File: src/rtl/xcr_ecp_seq_pkg.sv
// ---------------------------------------------------------------------------
// xcr_ecp_seq_pkg
// Shared definitions for the exception/interrupt entry sequencer:
//   - state_t   : sequencer FSM states
//   - ADR_*     : CR register addresses on the controller bus
//   - INTEN_*   : values written to the global interrupt-enable register
//   - VEC_SHIFT : vector table stride (one 4-byte entry per cause code)
//   - vec_target: vector table entry address for a cause code
// ---------------------------------------------------------------------------
package xcr_ecp_seq_pkg;

  typedef enum logic [3:0] {
    ST_IDLE    = 4'd0,
    ST_RD_XCP  = 4'd1,
    ST_RD_INT  = 4'd2,
    ST_CLR     = 4'd3,
    ST_DIS     = 4'd4,
    ST_JUMP    = 4'd5,
    ST_HANDLER = 4'd6,
    ST_RET_EN  = 4'd7,
    ST_RET_JMP = 4'd8
  } state_t;

  localparam logic [2:0] ADR_INTC = 3'd0;
  localparam logic [2:0] ADR_XCPP = 3'd5;
  localparam logic [2:0] ADR_INTP = 3'd6;

  localparam logic [7:0] INTEN_SET = 8'h80;
  localparam logic [7:0] INTEN_CLR = 8'h00;

  localparam int VEC_SHIFT = 2;

  // Vector entry = base + cause * 4; the 24-bit sum wraps with no carry out.
  function automatic logic [23:0] vec_target(input logic [23:0] base,
                                             input logic [3:0]  cause);
    logic [23:0] w_ofs;
    w_ofs = {20'd0, cause} << VEC_SHIFT;
    return base + w_ofs;
  endfunction

endpackage

File: src/rtl/xcr_prio_enc8.sv
// ---------------------------------------------------------------------------
// xcr_prio_enc8
// 8-to-3 priority encoder selecting the LOWEST set bit (bit 0 wins).
// Ports:
//   i_vec   in  8  pending bits
//   o_valid out 1  at least one bit of i_vec is set
//   o_idx   out 3  index of the lowest set bit (0 when o_valid=0)
// ---------------------------------------------------------------------------
module xcr_prio_enc8 (
  input  logic [7:0] i_vec,
  output logic       o_valid,
  output logic [2:0] o_idx
);

  always_comb begin
    o_valid = |i_vec;
    o_idx   = 3'd0;
    // Scan from the top so the last hit, i.e. the lowest bit, is kept.
    for (int i = 7; i >= 0; i--) begin
      if (i_vec[i]) o_idx = 3'(i);
    end
  end

endmodule

File: src/rtl/xcr_ecp_seq.sv
// ---------------------------------------------------------------------------
// xcr_ecp_seq
// Exception/interrupt entry and return sequencer. On an accepted request it
// reads the exception-pending then interrupt-pending CR registers, clears the
// winning pending bit (w1c), disables global interrupts, redirects the CPU to
// the vector entry, and on return re-enables interrupts and jumps back to epc.
//
// Ports:
//   clk, rst     clock, synchronous active-high reset
//   int_req      in  1  controller INT output
//   ivec_addr    in  24 vector table base
//   instr_bound  in  1  CPU at an instruction boundary
//   cur_pc       in  24 PC of next instruction
//   ret_req      in  1  return-from-interrupt pulse (honoured in HANDLER only)
//   cpu_stall    out 1  pipeline hold, RD_XCP..JUMP
//   redirect     out 1  1-cycle PC redirect strobe
//   redirect_pc  out 24 redirect target, 0 when redirect=0
//   in_handler   out 1  HANDLER, RET_EN, RET_JMP
//   cause        out 4  {is_exception, bit index}
//   epc          out 24 saved return PC
//   cr_cs/we/adr/wdata  CR bus initiator outputs, all 0 when idle
//   cr_rdata     in  8  combinational read data
//   dbg_state    out 4  current FSM state
//
// CR bus: each cycle is one clock with cr_cs=1 for that clock only; read data
// is combinational from cr_adr and is sampled at the edge closing the cycle.
// There is no wait state or ready; the target must accept every cycle.
// ---------------------------------------------------------------------------
module xcr_ecp_seq
  import xcr_ecp_seq_pkg::*;
(
  input  logic        clk,
  input  logic        rst,
  input  logic        int_req,
  input  logic [23:0] ivec_addr,
  input  logic        instr_bound,
  input  logic [23:0] cur_pc,
  input  logic        ret_req,
  output logic        cpu_stall,
  output logic        redirect,
  output logic [23:0] redirect_pc,
  output logic        in_handler,
  output logic [3:0]  cause,
  output logic [23:0] epc,
  output logic        cr_cs,
  output logic        cr_we,
  output logic [2:0]  cr_adr,
  output logic [7:0]  cr_wdata,
  input  logic [7:0]  cr_rdata,
  output state_t      dbg_state
);

  state_t      r_state;
  logic [3:0]  r_cause;
  logic [23:0] r_epc;
  logic [2:0]  r_clr_adr;
  logic [7:0]  r_clr_mask;

  logic        w_pend_valid;
  logic [2:0]  w_pend_idx;

  // One encoder serves both pending-register reads; only one is on the bus.
  xcr_prio_enc8 u_prio (
    .i_vec   (cr_rdata),
    .o_valid (w_pend_valid),
    .o_idx   (w_pend_idx)
  );

  always_ff @(posedge clk) begin
    if (rst) begin
      r_state    <= ST_IDLE;
      r_cause    <= 4'd0;
      r_epc      <= 24'd0;
      r_clr_adr  <= 3'd0;
      r_clr_mask <= 8'd0;
    end else begin
      case (r_state)
        ST_IDLE: begin
          if (int_req && instr_bound) begin
            r_epc   <= cur_pc;
            r_state <= ST_RD_XCP;
          end
        end
        ST_RD_XCP: begin
          if (w_pend_valid) begin
            r_cause    <= {1'b1, w_pend_idx};
            r_clr_adr  <= ADR_XCPP;
            r_clr_mask <= 8'd1 << w_pend_idx;
            r_state    <= ST_CLR;
          end else begin
            r_state <= ST_RD_INT;
          end
        end
        ST_RD_INT: begin
          if (w_pend_valid) begin
            r_cause    <= {1'b0, w_pend_idx};
            r_clr_adr  <= ADR_INTP;
            r_clr_mask <= 8'd1 << w_pend_idx;
            r_state    <= ST_CLR;
          end else begin
            // Spurious request: nothing pending, cause left untouched.
            r_state <= ST_IDLE;
          end
        end
        ST_CLR:     r_state <= ST_DIS;
        ST_DIS:     r_state <= ST_JUMP;
        ST_JUMP:    r_state <= ST_HANDLER;
        ST_HANDLER: begin
          // int_req is deliberately not looked at here: no nesting.
          if (ret_req) r_state <= ST_RET_EN;
        end
        ST_RET_EN:  r_state <= ST_RET_JMP;
        ST_RET_JMP: r_state <= ST_IDLE;
        default:    r_state <= ST_IDLE;
      endcase
    end
  end

  // Outputs are decoded from the state alone, so a reset that returns the
  // FSM to IDLE silences the bus and the redirect on the following cycle.
  always_comb begin
    cpu_stall   = 1'b0;
    redirect    = 1'b0;
    redirect_pc = 24'd0;
    in_handler  = 1'b0;
    cr_cs       = 1'b0;
    cr_we       = 1'b0;
    cr_adr      = 3'd0;
    cr_wdata    = 8'd0;
    case (r_state)
      ST_RD_XCP: begin
        cpu_stall = 1'b1;
        cr_cs     = 1'b1;
        cr_adr    = ADR_XCPP;
      end
      ST_RD_INT: begin
        cpu_stall = 1'b1;
        cr_cs     = 1'b1;
        cr_adr    = ADR_INTP;
      end
      ST_CLR: begin
        cpu_stall = 1'b1;
        cr_cs     = 1'b1;
        cr_we     = 1'b1;
        cr_adr    = r_clr_adr;
        cr_wdata  = r_clr_mask;
      end
      ST_DIS: begin
        cpu_stall = 1'b1;
        cr_cs     = 1'b1;
        cr_we     = 1'b1;
        cr_adr    = ADR_INTC;
        cr_wdata  = INTEN_CLR;
      end
      ST_JUMP: begin
        cpu_stall   = 1'b1;
        redirect    = 1'b1;
        redirect_pc = vec_target(ivec_addr, r_cause);
      end
      ST_HANDLER: begin
        in_handler = 1'b1;
      end
      ST_RET_EN: begin
        in_handler = 1'b1;
        cr_cs      = 1'b1;
        cr_we      = 1'b1;
        cr_adr     = ADR_INTC;
        cr_wdata   = INTEN_SET;
      end
      ST_RET_JMP: begin
        in_handler  = 1'b1;
        redirect    = 1'b1;
        redirect_pc = r_epc;
      end
      default: ;
    endcase
  end

  assign cause     = r_cause;
  assign epc       = r_epc;
  assign dbg_state = r_state;

endmodule

File: config.mk
export PLATFORM = sky130hd
export DESIGN_NAME = xcr_ecp_seq
export DESIGN_NICKNAME = d
export VERILOG_FILES = /design/src/rtl/xcr_ecp_seq_pkg.sv /design/src/rtl/xcr_prio_enc8.sv /design/src/rtl/xcr_ecp_seq.sv
export SDC_FILE = /design/constraint.sdc
export NUM_CORES = 1
export LEC_CHECK = 0
export ABC_CLOCK_PERIOD_IN_PS = 5500
export CAP_MARGIN = 20
export CORE_MARGIN = 4
export CORE_UTILIZATION = 40
export CTS_BUF_LIST = sky130_fd_sc_hd__clkbuf_8
export DETAILED_ROUTE_END_ITERATION = 10
export PLACE_DENSITY = 0.81
export SYNTH_ARGS = -nofsm -noshare
export SYNTH_HDL_FRONTEND = slang
export SYNTH_SLANG_ARGS = --single-unit
File: constraint.sdc
create_clock -name clk -period 5.5 [get_ports clk]
set_input_delay 1.1 -clock clk [delete_from_list [all_inputs] [get_ports clk]]
set_output_delay 1.1 -clock clk [all_outputs]
set_load 0.005 [all_outputs]
==> results of run 1 <==
[worst paths after layout]
kind	from	end	slack, ps	cells after the start
worst max register to register	dbg_state[3]	epc[23]	3400	5
worst min-delay path	r_clr_mask[4]	r_clr_mask[4]	450	2
worst min register to register	r_clr_mask[4]	r_clr_mask[4]	450	2
worst max-delay path	ivec_addr[2]	redirect_pc[6]	590	10
[cell type report]
| cell class | instances | share of cell area |
|---|---|---|
| repair buffers | 135 | 0.335 |
| inverters | 10 | 0.00930 |
| clock buffers | 5 | 0.0170 |
| clock inverters | 2 | 0.00248 |
| well taps | 75 | 0.0232 |
| multi-input cells | 281 | 0.405 |
| flip-flops and latches | 42 | 0.208 |
[logic make-up (layout without fill, tap and decap cells)]
group,count (synthesis),count (layout)
AO/OA/AOI/OAI,90,90
XOR/XNOR,20,20
adder cells (fa/ha/maj),5,5
buffers and inverters,28,152
flip-flops,42,42
multiplexers,2,2
AND/OR/NAND/NOR,164,164
[placed cells by master, fill, tap and decap left out, types with 2 or more instances in the layout]
master           Yosys  routed
nand2b_1             3       3
nand2_1             90      90
inv_1                9       9
mux2i_1              2       2
nor4_1               2       2
a22o_1               4       4
and2_1               7       7
nor3_1              11      11
xnor2_1             19      19
a22oi_1              2       2
clkinv_2             0       2
nor4b_4              1       2
a21oi_1             36      36
o21a_1               3       3
clkbuf_8             0       5
nand4_1              4       4
clkdlybuf4s50_1      0     132
nor4b_2              3       2
a211oi_1             7       7
a32o_1               2       2
ha_1                 4       4
nand3_1              4       4
buf_4                1       2
o21ai_1              6       6
and4_1               3       3
nor2_1              19      18
o21ai_0             22      22
nor2b_1              6       6
dfxtp_1             42      42
nor3b_1              3       3
[registers in the layout (all words and copies together), names as in the netlist]
name	count
epc	24
r_clr_mask	8
dbg_state	4
cause	3
r_clr_adr	3
[worst max-delay path: cells and delay by family]
kind	cells	cell delay [ps]
xor gates and xnor gates	1	170
buffers and inverters	3	1050
adders and majority gates	2	430
AOI/OAI and AO/OA	2	840
and+or+nand+nor	2	220
[report_power, final]
| group | internal (mW) | switching, mW | total (mW) | leakage, nW |
|---|---|---|---|---|
| Clock | 0.0855 | 0.109 | 0.194 | 0.0438 |
| Combinational | 0.111 | 0.0890 | 0.201 | 0.989 |
| Sequential | 0.321 | 0.0175 | 0.338 | 0.342 |
[stage by stage]
step	instance area [sq um]	hold WS [ps]	utilization	setup WS [ps]
2_1_floorplan	2570	421	-	1870
3_3_place_gp	3940	433	0.647	710
3_5_place_dp	3940	436	0.647	653
4_1_cts	4020	449	0.660	651
5_1_grt	4040	465	0.662	393
6_report	4040	450	0.662	588
[synth_stat cells (2+ instances only)]
master | n | area share
and4_1 | 3 | 0.010
nor4b_2 | 3 | 0.017
a22o_1 | 4 | 0.014
clkbuf_1 | 15 | 0.022
a211oi_1 | 7 | 0.020
a32o_1 | 2 | 0.0078
nor3_1 | 11 | 0.021
nand2_1 | 90 | 0.13
nor3b_1 | 3 | 0.0087
nor2_1 | 19 | 0.028
nand4_1 | 4 | 0.0097
o21a_1 | 3 | 0.0087
dfxtp_1 | 42 | 0.33
xnor2_1 | 19 | 0.065
inv_1 | 9 | 0.013
o21ai_0 | 22 | 0.043
nand2b_1 | 3 | 0.0073
mux2i_1 | 2 | 0.0078
o21ai_1 | 6 | 0.012
nand3_1 | 4 | 0.0078
and2_1 | 7 | 0.017
nor2b_1 | 6 | 0.015
nor4_1 | 2 | 0.0049
a21oi_1 | 36 | 0.070
a22oi_1 | 2 | 0.0058
ha_1 | 4 | 0.019
[routing by layer]
layer	vias up	track usage	share of wire
met2	101	0.393	0.50
met1	1366	0.270	0.41
met3	14	0.0521	0.072
met4	0	0.0755	0.020
li1	1459	-	-
met5	-	0	0
==> summary.md, run 1 <==
| Metric | Value |
|---|---|
| Status | completed |
| Die Span Y | 88.2 microns |
| I/O pin total | between 100 and 150 |
| IR drop worst, VDD | 0.149 mV |
| Post-synthesis mux area share | 0.00778 |
| Area grow syn2layout | 56.8% |
| Slew headroom | 0.327 |
| CTS clock-pin slew for the worst setup and hold paths | 90 ps |
| Multi-input logic area | 1630 sq um |
| CP Max Fanout | 9 |
| # Post-CTS Setup Buffers | 0 |
| GRT overflow | 0 |
| Vias in the first global route | 2963 |
| Nets | 541 |
| PortBufs | approximately 130 |
| Post-cts sizing count | 0 |
| Primary FF master, synth | dfxtp_1 |
| Post-Synth XOR/XNOR Area | 0.0681 |
| Hold Crit Class | reg -> reg |
| Vias | a little under 3000 |
| Pwr Total | between 0.7 and 0.8 mW |
| H-tree Lvls | 2 |
| Worst-path cell chain | clkdlybuf4s50_1, ha_1, inv_1, fa_1, nor2b_1, o21ai_1, nand2_1, xnor2_1, o21ai_0, clkdlybuf4s50_1 |
| Leakage | 1.37 nW |
| Antenna Nets Post-Route | 0 |
| Syn Inst Count | 351 |
| Post-synth net total | 417 |
| Critical path's most frequent cell | clkdlybuf4s50_1 |
| Register area | 841 sq um |
| Largest net degree at the start of global routing | 41 |
| MaxCap Viol Count | 0 |
| Width of the die | 88.2 microns |
| RSZ-0062 raised after global routing | no |
| Placement Rows | 28 |
| Core area | 6100 sq um |
| CTS Buf Count | 5 |
| Post-Synth Adder-Cell Area | 0.0272 |
| # diodes | 0 |
| PwrDens | between 150 and 200 nW/um^2 |
| WP data required | 4400 ps |
| Crit. End Element | primary output |
| Initial core utilization | 0.422 |
| Fill count | 542 |
| Via/cell ratio | 5.35 |
| CTS tree | done |
| Clock sinks | 42 |
| Post-Syn Area | 2570 sq um |
| Slew Viols, Final | 0 |
| Clk root buf | clkbuf_8 |
| Syn Area/Cell | 7.33 sq um |
| YS warnings | 0 |
| Share of cells above drive strength 1 | 0.0463 |
| Residual DRC | 0 |
| Final setup violation count | 0 |
| Worst Setup Path Type | in -> out |
| Slew @ Worst Pin | around 1000 ps |
| First-pass GRT wire length | 14000 microns |
| Cell variety after synth | 49 |
| Setup TNS | 0 ps |
| Skew final | 10.5 ps |
| Final-report hold violation count | 0 |
| Placed Cells | 542 |
| Bufs on Longest Clock Path | 2 |
| Asr flop ratio synth | 0 |
| Clock latency on the worst-skew pair | between 200 and 300 ps |
| Placer Congestion | 0.826 |
| Largest family of logic cells by synthesized area | simple AND/OR/NAND/NOR gates |
| Final period util | 0.893 |
| Slowest CP cell | o21ai_1 |
| Post-synthesis register bit count | 42 |
| DR pass1 iterations | 4 |
| Compound-Gate Fraction of Synth Area | 0.211 |
| Hpwl dp | 6530 microns |
| Period minus WS final | ~4900 ps |
| Fmax | 204 MHz |
| Die area | 7780 sq um |
| Antenna violations before repair | 0 |
| Total Routing Usage GR | 0.224 |
| Seq/Total Area, Yosys | 0.327 |
| Fin cells | 550 |
| Cts hold-fix bufs | 0 |
| DRT Wirelength | 8780 microns |
| Synth Area in Simple Gates | 0.317 |
| EDFF count, synth | 0 |
| Per-cell routed wire length | 16.0 microns |
| Critical Path Start Type | input pin |
| CP Data Arrival Time | 3810 ps |
| CP peak stage delay | roughly 630 ps |
| First DRT Iteration DRCs | 94 |
Note: power is estimated with default switching activity, not from simulation.
==> inputs of run 2 (changes only) <==
ABC_CLOCK_PERIOD_IN_PS = 5300   (was 5500)
clock period = 5.3 ns   (was 5.5 ns; I/O delays follow)
==> run 2 against run 1 <==
  * Register-to-register slack got worse by 220 ps
  * Hold slack got worse by 2.2 ps
  * Core utilization rose by 0.21 points
  * Clock power rose by 9%
  * Global-route usage fell by 0.75 points
  * Count of clock-buffer cells in the layout rose by 1
  * Sequential cell count did not move
  * Critical endpoint is now redirect_pc[10]
  * Largest power group unchanged
==> summary.md, run 2 (synthesized netlist as in run 1, its figures left out) <==
| Metric | Value |
|---|---|
| # diodes | 0 |
| Slew headroom | 0.321 |
| Sw Ratio | 0.284 |
| RSZ-0062 raised after global routing | no |
| Reg2reg path depth | 5 |
| Via/cell ratio | 5.28 |
| Pre-CTS WS | 490 ps |
| Per-cell routed wire length | 15.7 microns |
| First DRT Iteration DRCs | 109 |
| Most frequent cells in the layout | clkdlybuf4s50_1, nand2_1, dfxtp_1 |
| CP Data Arrival Time | 3750 ps |
| Vias | between 2000 and 3000 |
| Residual DRC | 0 |
| CTS tree | done |
| Pwr Total | approximately 0.77 mW |
| Placement Rows | 28 |
| Slew Viols, Final | 0 |
| CP Max Fanout | 9 |
| Antenna Nets Post-Route | 0 |
| Leakage | 1.38 nW |
| Clock sinks | 42 |
| Clk pwr share | 0.274 |
| Total Routing Usage GR | 0.217 |
| Max reg flops | 24 |
| Status | completed |
| Final-report hold violation count | 0 |
| # Post-CTS Setup Buffers | 0 |
| R2R Setup Slk | between 3000 and 4000 ps |
| Die Span Y | 88.2 microns |
| PwrDens | about 190 nW/um^2 |
| Hold slack | about 450 ps |
| Share of cells above drive strength 1 | 0.0462 |
| Post-cts sizing count | 0 |
| PortBufs | about 130 |
| CTS Buf Count | 5 |
| Antenna violations before repair | 0 |
| Worst r2r src | dbg_state[0] |
| I/O pin total | 133 |
| Hpwl dp | 6560 microns |
| Clk root buf | clkbuf_8 |
| Bufs on Longest Clock Path | 2 |
| Slew @ Worst Pin | slightly above 1000 ps |
| Largest net degree at the start of global routing | 26 |
| WP data required | 4240 ps |
| Hold_sp | r_clr_mask[4] |
| Period minus WS final | 4810 ps |
| Setup TNS | 0 ps |
| Hold Crit Depth | 2 |
| Initial core utilization | 0.422 |
| Setup ws final | 487 ps |
| Sw Pwr | 0.219 mW |
| Area grow syn2layout | 57.3% |
| Vias in the first global route | 2928 |
| CTS clock-pin slew for the worst setup and hold paths | around 80 ps |
| Pint | 0.552 mW |
| Die area | 7780 sq um |
| Crit. End Element | primary output |
| DR pass1 iterations | 4 |
| Clock latency on the worst-skew pair | a little under 300 ps |
| Core Util, Final | 0.664 |
| Seq pwr share | 0.456 |
| Power share of the combinational group | 0.270 |
| DRT Wirelength | 8630 microns |
| Reg2reg end | r_clr_mask[6] |
| Critical Path Start Type | input pin |
| First-pass GRT wire length | 13500 microns |
| Width of the die | 88.2 microns |
| GRT overflow | 0 |
| MaxCap Viol Count | 0 |
| Final period util | 0.908 |
| Most common cell after layout, fill and taps aside | clkdlybuf4s50_1 |
| Placer Congestion | 0.826 |
| Worst hold endpoint | r_clr_mask[4] |
| Worst Setup Path Type | in -> out |
| Final setup violation count | 0 |
| IR drop worst, VDD | 0.155 mV |
| Hold Crit Class | reg -> reg |
| Cts hold-fix bufs | 0 |
| Nets | 541 |
| Fmax | 208 MHz |
| Core area | 6100 sq um |
| H-tree Lvls | 2 |
| Skew final | 4.58 ps |
[run 2: cell count changes in the layout (fill, tap and decap cells not counted)]
| cell | change |
|---|---|
| clkinv_2 | -1 |
| inv_1 | +1 |
| clkbuf_8 | +1 |
[run 2: worst max-delay path by stage]
| stage | slack (ps) | depth (start not counted) | endpoint | start |
|---|---|---|---|---|
| 6_report | 490 | 10 | redirect_pc[10] | ivec_addr[2] |
| 3_3_place_gp | 590 | 10 | redirect_pc[10] | ivec_addr[2] |
| 4_1_cts | 480 | 10 | redirect_pc[10] | ivec_addr[2] |
| 2_1_floorplan | 1750 | 8 | redirect_pc[16] | ivec_addr[2] |
| 5_1_grt | 280 | 10 | redirect_pc[10] | ivec_addr[2] |
| 3_5_place_dp | 490 | 10 | redirect_pc[10] | ivec_addr[2] |
[run 2: routing by layer]
layer	vias to the layer above	track usage	share of wire
met1	1344	0.248	0.40
met3	15	0.0540	0.064
li1	1462	-	-
met4	0	0.0701	0.020
met5	-	0	0
met2	90	0.394	0.51
[run 2: final cells by class]
type	instances	area, sq um
clock buffers	6	82.6
clock inverters	2	8.76
fillers	528	2050
inverters	10	37.5
multi-input cells	281	1630
flip-flops and latches	42	841
well taps	75	93.8
repair buffers	135	1350
[run 2: critical path, cell delays in order]
cell and delay (ps):
clkdlybuf4s50_1 400, ha_1 230, inv_1 80, fa_1 200, nor2b_1 60, o21ai_1 610
a21boi_0 240, xnor2_1 180, o21ai_0 150, clkdlybuf4s50_1 540
[run 2: power by group through the flow]
stage          registers, mW  logic (mW)  clock network, mW
2_1_floorplan          0.353      0.0946                  0
3_3_place_gp           0.358       0.201                  0
3_5_place_dp           0.359       0.205                  0
4_1_cts                0.351       0.207              0.216
5_1_grt                0.355       0.226              0.230
6_report               0.351       0.208              0.211
[run 2: stage by stage]
stage / std cells / area (sq um)
after floorplan: 351 / 2570
after global placement: 542 / 3940
after detailed placement: 542 / 3940
after CTS: 550 / 4030
after global routing: 551 / 4050
final: 551 / 4050
==> edit 1, RTL diff (flow settings as in run 2) <==
Make the reset (`rst`) asynchronous in one clocked block. Comments in the files are not updated.
--- a/src/rtl/xcr_ecp_seq.sv
+++ b/src/rtl/xcr_ecp_seq.sv
@@ -67,5 +67,5 @@
   );
 
-  always_ff @(posedge clk) begin
+  always_ff @(posedge clk or posedge rst) begin
     if (rst) begin
       r_state    <= ST_IDLE;
Behaviour: differs if rst is asserted again (counterexample within 4 cycles, from zero or initial values and one cycle with rst high); with rst held inactive, the same outputs for 10 cycles.
==> edit 1 against run 2 <==
- setup slack got worse by 0.010 ns
- critical endpoint is now redirect_pc[22]
- final cell count fell by 11%
- final area rose by 2.6%
- highest routed layer unchanged
- routed wire length fell by 1.5%
- synthesized area rose by 5.0%
- utilization fell by 2.1 points
- sequential cell count did not move
Power is not compared: it rests on default switching activity, and its combinational part moved more than twofold at a synthesized area within 25%.
==> edit 1: results (changes against run 2) <==
OUTCOME
------------------------------------------------------------------------------------
Result of the run ..................................................... complete, no violations   unchanged

PLACEMENT
------------------------------------------------------------------------------------
Dpl hpwl ..............................................................      6571 µm   was 6558 µm
Worst Setup Slack post-DPL ............................................    0.4656 ns   was 0.4900 ns
Final estimated routing congestion in global placement ................       0.7790   was 0.8259

DRT
------------------------------------------------------------------------------------
Total via count after detailed routing ................................        2,658   was 2,911
Routed wire length ....................................................      8500 µm   was 8633 µm
Initial DRC count .....................................................           98   was 109

DIE
------------------------------------------------------------------------------------
Die width .............................................................     90.18 µm   was 88.22 µm

GRT
------------------------------------------------------------------------------------
First-pass GRT wire length ............................................    13,710 µm   was 13,480 µm
Largest net degree at the start of global routing .....................           43   was 26
GRT Resource Usage Total ..............................................       0.2064   was 0.2169
Via count of the first global-routing pass ............................        2,623   was 2,928

SETUP PATH
------------------------------------------------------------------------------------
End point of the critical path ........................................ redirect_pc[22]   was redirect_pc[10]
Worst flop-to-flop path startpoint .................................... dbg_state[1]   was dbg_state[0]
End of the worst register-to-register path ............................     cause[1]   was r_clr_mask[6]
Worst path arrival time ...............................................      3.76 ns   was 3.75 ns
R2R cell count ........................................................            4   was 5

CELLS AND AREA
------------------------------------------------------------------------------------
Final net count .......................................................          478   was 541
Layout cells sized above 1 ............................................      0.05569   was 0.04622
Layout fillers ........................................................          541   was 528

SYNTH
------------------------------------------------------------------------------------
Main area contributors after synthesis ................................ sky130_fd_sc_hd__dfrtp_1 39%, sky130_fd_sc_hd__mux2_1 8.8%, sky130_fd_sc_hd__nand2_1 5.0%   was sky130_fd_sc_hd__dfxtp_1 33%, sky130_fd_sc_hd__nand2_1 13%, sky130_fd_sc_hd__a21oi_1 7.0%
Synth unique cells ....................................................           48   was 49
Proportion of synthesized flip-flops having asynchronous set or reset .        1.000   was 0
Post-synthesis net count ..............................................          353   was 417
Most frequent cells after synthesis ................................... 42 x sky130_fd_sc_hd__dfrtp_1, 36 x sky130_fd_sc_hd__nand2_1, 24 x sky130_fd_sc_hd__o21ai_1, 21 x sky130_fd_sc_hd__mux2_1, 16 x sky130_fd_sc_hd__nor2_1   was 90 x sky130_fd_sc_hd__nand2_1, 42 x sky130_fd_sc_hd__dfxtp_1, 36 x sky130_fd_sc_hd__a21oi_1, 22 x sky130_fd_sc_hd__o21ai_0
Sequential element share of the synthesized area ......................       0.3891   was 0.3267

STA
------------------------------------------------------------------------------------
Setup clock skew after layout .........................................  0.008086 ns   was 0.004582 ns
Worst slew slack as a fraction of its limit ...........................       0.4093   was 0.3214

-- edit 1: changes by cell type in the layout (fill, tap and decap cells not counted), sizes merged, moves of 3 or more --
cell,before,now
nand2,92,37
dfrtp,0,42
dfxtp,42,0
a21oi,36,9
mux2,0,25
nor3,11,5
o21ai,28,33
xor2,1,6
xnor2,19,15
nor2,19,16
-- edit 1: layout make-up --
cell class	count	area (µm²)	area share
sequential	42	1051	0.2530
timing repair buffer	134	1336	0.3217
clock buffer	6	82.58	0.01988
clock inverter	2	12.51	0.003012
inverter	8	30.03	0.007229
multi-input combinational	221	1545	0.3720
tap	77	96.34	0.02319
-- edit 1: how the worst min path moves through the flow --
stage | endpoint | from | slack, ns | cells past startpoint
floorplan | r_clr_adr[2] | r_clr_adr[2] | 0.44 | 1
global placement | r_clr_adr[2] | r_clr_adr[2] | 0.46 | 1
detailed placement | r_clr_adr[2] | r_clr_adr[2] | 0.46 | 1
CTS | r_clr_adr[2] | r_clr_adr[2] | 0.49 | 1
global route | r_clr_adr[2] | r_clr_adr[2] | 0.51 | 1
finish | r_clr_adr[2] | r_clr_adr[2] | 0.48 | 1
-- edit 1: power by group --
part / internal (mW) / switching, mW / leakage [nW] / total (mW)
combinational: 0.607 / 0.399 / 1.05 / 1.01
sequential: 0.457 / 0.170 / 0.522 / 0.627
clock: 0.105 / 0.115 / 0.0472 / 0.220
total: 1.17 / 0.685 / 1.62 / 1.85
-- edit 1: critical path: stages --
cell                              delay, ns
sky130_fd_sc_hd__clkdlybuf4s50_1       0.46
sky130_fd_sc_hd__ha_1                  0.19
sky130_fd_sc_hd__inv_1                 0.07
sky130_fd_sc_hd__fa_1                  0.40
sky130_fd_sc_hd__nor2b_1               0.12
sky130_fd_sc_hd__o21ai_1               0.23
sky130_fd_sc_hd__a2111oi_2             0.46
sky130_fd_sc_hd__xnor2_1               0.11
sky130_fd_sc_hd__o21ai_1               0.12
sky130_fd_sc_hd__clkdlybuf4s50_1       0.53
-- edit 1: logic make-up (layout without fill, tap and decap cells) --
logic type      after synthesis  after routing  share of synthesized area
xor+xnor                     21             21                    0.06809
compound gates               70             70                     0.1667
flops                        42             42                     0.3891
fa+ha+maj                     5              5                    0.02594
buf+inv                      24            150                    0.03891
simple gates                 99             99                     0.2033
mux                          26             26                     0.1079
-- edit 1: layer usage --
metal  vias to the layer above  track usage  wire length, µm
met5                         -            0                0
met4                         0      0.04082               66
met3                         6      0.04841              501
met2                       115       0.3659             4179
met1                      1265       0.2561             3754
li1                       1272            -                -
-- edit 1: metrics by stage --
stage	cell area, µm²	hold WS, ns	std cells
after global routing	4154	0.5121	490
after floorplan	2701	0.4354	287
after CTS	4154	0.4868	490
after global placement	4059	0.4592	482
final	4154	0.4818	490
after detailed placement	4059	0.4624	482
==> edit 2, RTL diff (flow settings as in run 2) <==
Made on the original files. Register the output `redirect_pc`, cleared by the reset; this adds one clock of latency there. The other outputs are not delayed to match.
--- a/src/rtl/xcr_ecp_seq.sv
+++ b/src/rtl/xcr_ecp_seq.sv
@@ -50,4 +50,6 @@
   output state_t      dbg_state
 );
+
+  logic [23:0] redirect_pc_d;
 
   state_t      r_state;
@@ -122,5 +124,5 @@
     cpu_stall   = 1'b0;
     redirect    = 1'b0;
-    redirect_pc = 24'd0;
+    redirect_pc_d = 24'd0;
     in_handler  = 1'b0;
     cr_cs       = 1'b0;
@@ -156,5 +158,5 @@
         cpu_stall   = 1'b1;
         redirect    = 1'b1;
-        redirect_pc = vec_target(ivec_addr, r_cause);
+        redirect_pc_d = vec_target(ivec_addr, r_cause);
       end
       ST_HANDLER: begin
@@ -171,5 +173,5 @@
         in_handler  = 1'b1;
         redirect    = 1'b1;
-        redirect_pc = r_epc;
+        redirect_pc_d = r_epc;
       end
       default: ;
@@ -181,4 +183,12 @@
   assign dbg_state = r_state;
 
+  always_ff @(posedge clk) begin
+    if (rst) begin
+      redirect_pc <= '0;
+    end else begin
+      redirect_pc <= redirect_pc_d;
+    end
+  end
+
 endmodule
 
Function: changed (Yosys sat finds a counterexample within 10 cycles, from zero or initial values and one cycle with rst high).
==> edit 2 against run 2 <==
- clock skew increased by 0.0025 ns
- power increased by 58%
- via count increased by 5.7%
- setup slack improved by 1.4 ns
- fmax increased by 42%
- die area increased by 20%
- synthesized area increased by 22%
- register-to-register slack got worse by 0.21 ns
- routed wire length increased by 6.2%
- sequential cell count increased by 24
- final area increased by 16%
- global-route usage decreased by 1.9 points
- sequential share of layout area increased by 7.5 points
- largest power group unchanged
==> edit 2: results (changes against run 2) <==
STA
---------------------------------------------------------------------------------
Actual transition at the worst max-transition pin ..................    0.8440 ns   was 1.017 ns

DRT
---------------------------------------------------------------------------------
Initial DRC count ..................................................          101   was 109
Number of iterations in the first detailed-routing pass ............            6   was 4
Total via count after detailed routing .............................        3,078   was 2,911
Routed wire length .................................................      9167 µm   was 8633 µm
Vias per cell ......................................................        5.164   was 5.283

POWER AND IR DROP
---------------------------------------------------------------------------------
Clock group ........................................................       472 µW   was 211 µW
Seq pwr ............................................................       537 µW   was 351 µW
VDD IR-drop max ....................................................    0.1482 mV   was 0.1552 mV
Switch Pwr .........................................................     308.3 µW   was 218.7 µW
Pleak ..............................................................     1.764 nW   was 1.383 nW

PLACEMENT
---------------------------------------------------------------------------------
Final estimated routing congestion in global placement .............       0.8441   was 0.8259
Worst Setup Slack post-DPL .........................................     2.053 ns   was 0.4900 ns
Number of instances in the placed design ...........................          580   was 542

CELLS AND AREA
---------------------------------------------------------------------------------
Seq. cell area .....................................................     1321 µm²   was 840.8 µm²
Fraction of area in registers ......................................       0.2823   was 0.2077
Clock network area share ...........................................      0.04838   was 0.02256
Count of clock buffers in the final design .........................           10   was 6
Proportion of cell area occupied by multi-input gates ..............       0.3480   was 0.4036
Final-layout non-clock buffer area share ...........................       0.2860   was 0.3337
Total number of multi-input combinational cells ....................          269   was 281

SYNTH
---------------------------------------------------------------------------------
Post-synthesis net count ...........................................          434   was 417
Gate count of the mapped netlist ...................................          368   was 351
Main area contributors after synthesis ............................. sky130_fd_sc_hd__dfxtp_1 42%, sky130_fd_sc_hd__nand2_1 7.9%, sky130_fd_sc_hd__a21oi_1 5.4%   was sky130_fd_sc_hd__dfxtp_1 33%, sky130_fd_sc_hd__nand2_1 13%, sky130_fd_sc_hd__a21oi_1 7.0%
Mux share of post-synthesis cell area ..............................     0.009592   was 0.007778
Xor/xnor cell area share of the yosys netlist ......................      0.05316   was 0.06806
Synth unique cells .................................................           50   was 49
Area fraction in compound gates after synthesis ....................       0.1898   was 0.2105
Adder and majority gate portion of the synthesized area ............      0.02238   was 0.02722
Sequential element share of the synthesized area ...................       0.4221   was 0.3267

GRT
---------------------------------------------------------------------------------
Largest net degree at the start of global routing ..................           48   was 26
Via count of the first global-routing pass .........................        3,011   was 2,928
GRT Resource Usage Total ...........................................       0.1976   was 0.2169
First-pass GRT wire length .........................................    14,420 µm   was 13,480 µm

CLOCK TREE
---------------------------------------------------------------------------------
Clock latency of the later-clocked register in the worst-skew pair .      0.33 ns   was 0.29 ns

SETUP PATH
---------------------------------------------------------------------------------
Cell family with most CP delay .....................................   flip-flops   was buffers and inverters
Maximum single-stage delay on the critical path ....................      0.78 ns   was 0.61 ns
Standard cell with the maximum stage delay on the critical path .... sky130_fd_sc_hd__dfxtp_1   was sky130_fd_sc_hd__o21ai_1
Worst path arrival time ............................................      2.33 ns   was 3.75 ns

OUTCOME
---------------------------------------------------------------------------------
Result of the run .................................................. complete, no violations   unchanged

DIE
---------------------------------------------------------------------------------
Die width ..........................................................     96.47 µm   was 88.22 µm

[edit 2: per-layer routing]
| metal | up-vias | track usage | routed length (µm) |
|---|---|---|---|
| met5 | - | 0 | 0 |
| met4 | 0 | 0.06776 | 106 |
| met3 | 9 | 0.04493 | 695 |
| met2 | 120 | 0.3339 | 4354 |
| met1 | 1404 | 0.2474 | 4011 |
| li1 | 1545 | - | - |
[edit 2: cells by family (layout without fill, tap and decap cells)]
kind of cell,count (synthesis),after routing
AO/OA/AOI/OAI,89,89
XOR/XNOR,19,19
adder cells (fa/ha/maj),5,5
buffers and inverters,33,162
flip-flops,66,66
multiplexers,3,3
AND/OR/NAND/NOR,153,153
[edit 2: path summary, 6_finish.rpt]
path,end,slack [ns],start,cells after the start
setup reg to reg,redirect_pc[23],2.97,dbg_state[0],6
setup / recovery,cr_cs,1.91,dbg_state[1],4
hold / removal,r_clr_adr[1],0.46,r_clr_adr[1],2
hold reg to reg,r_clr_adr[1],0.46,r_clr_adr[1],2
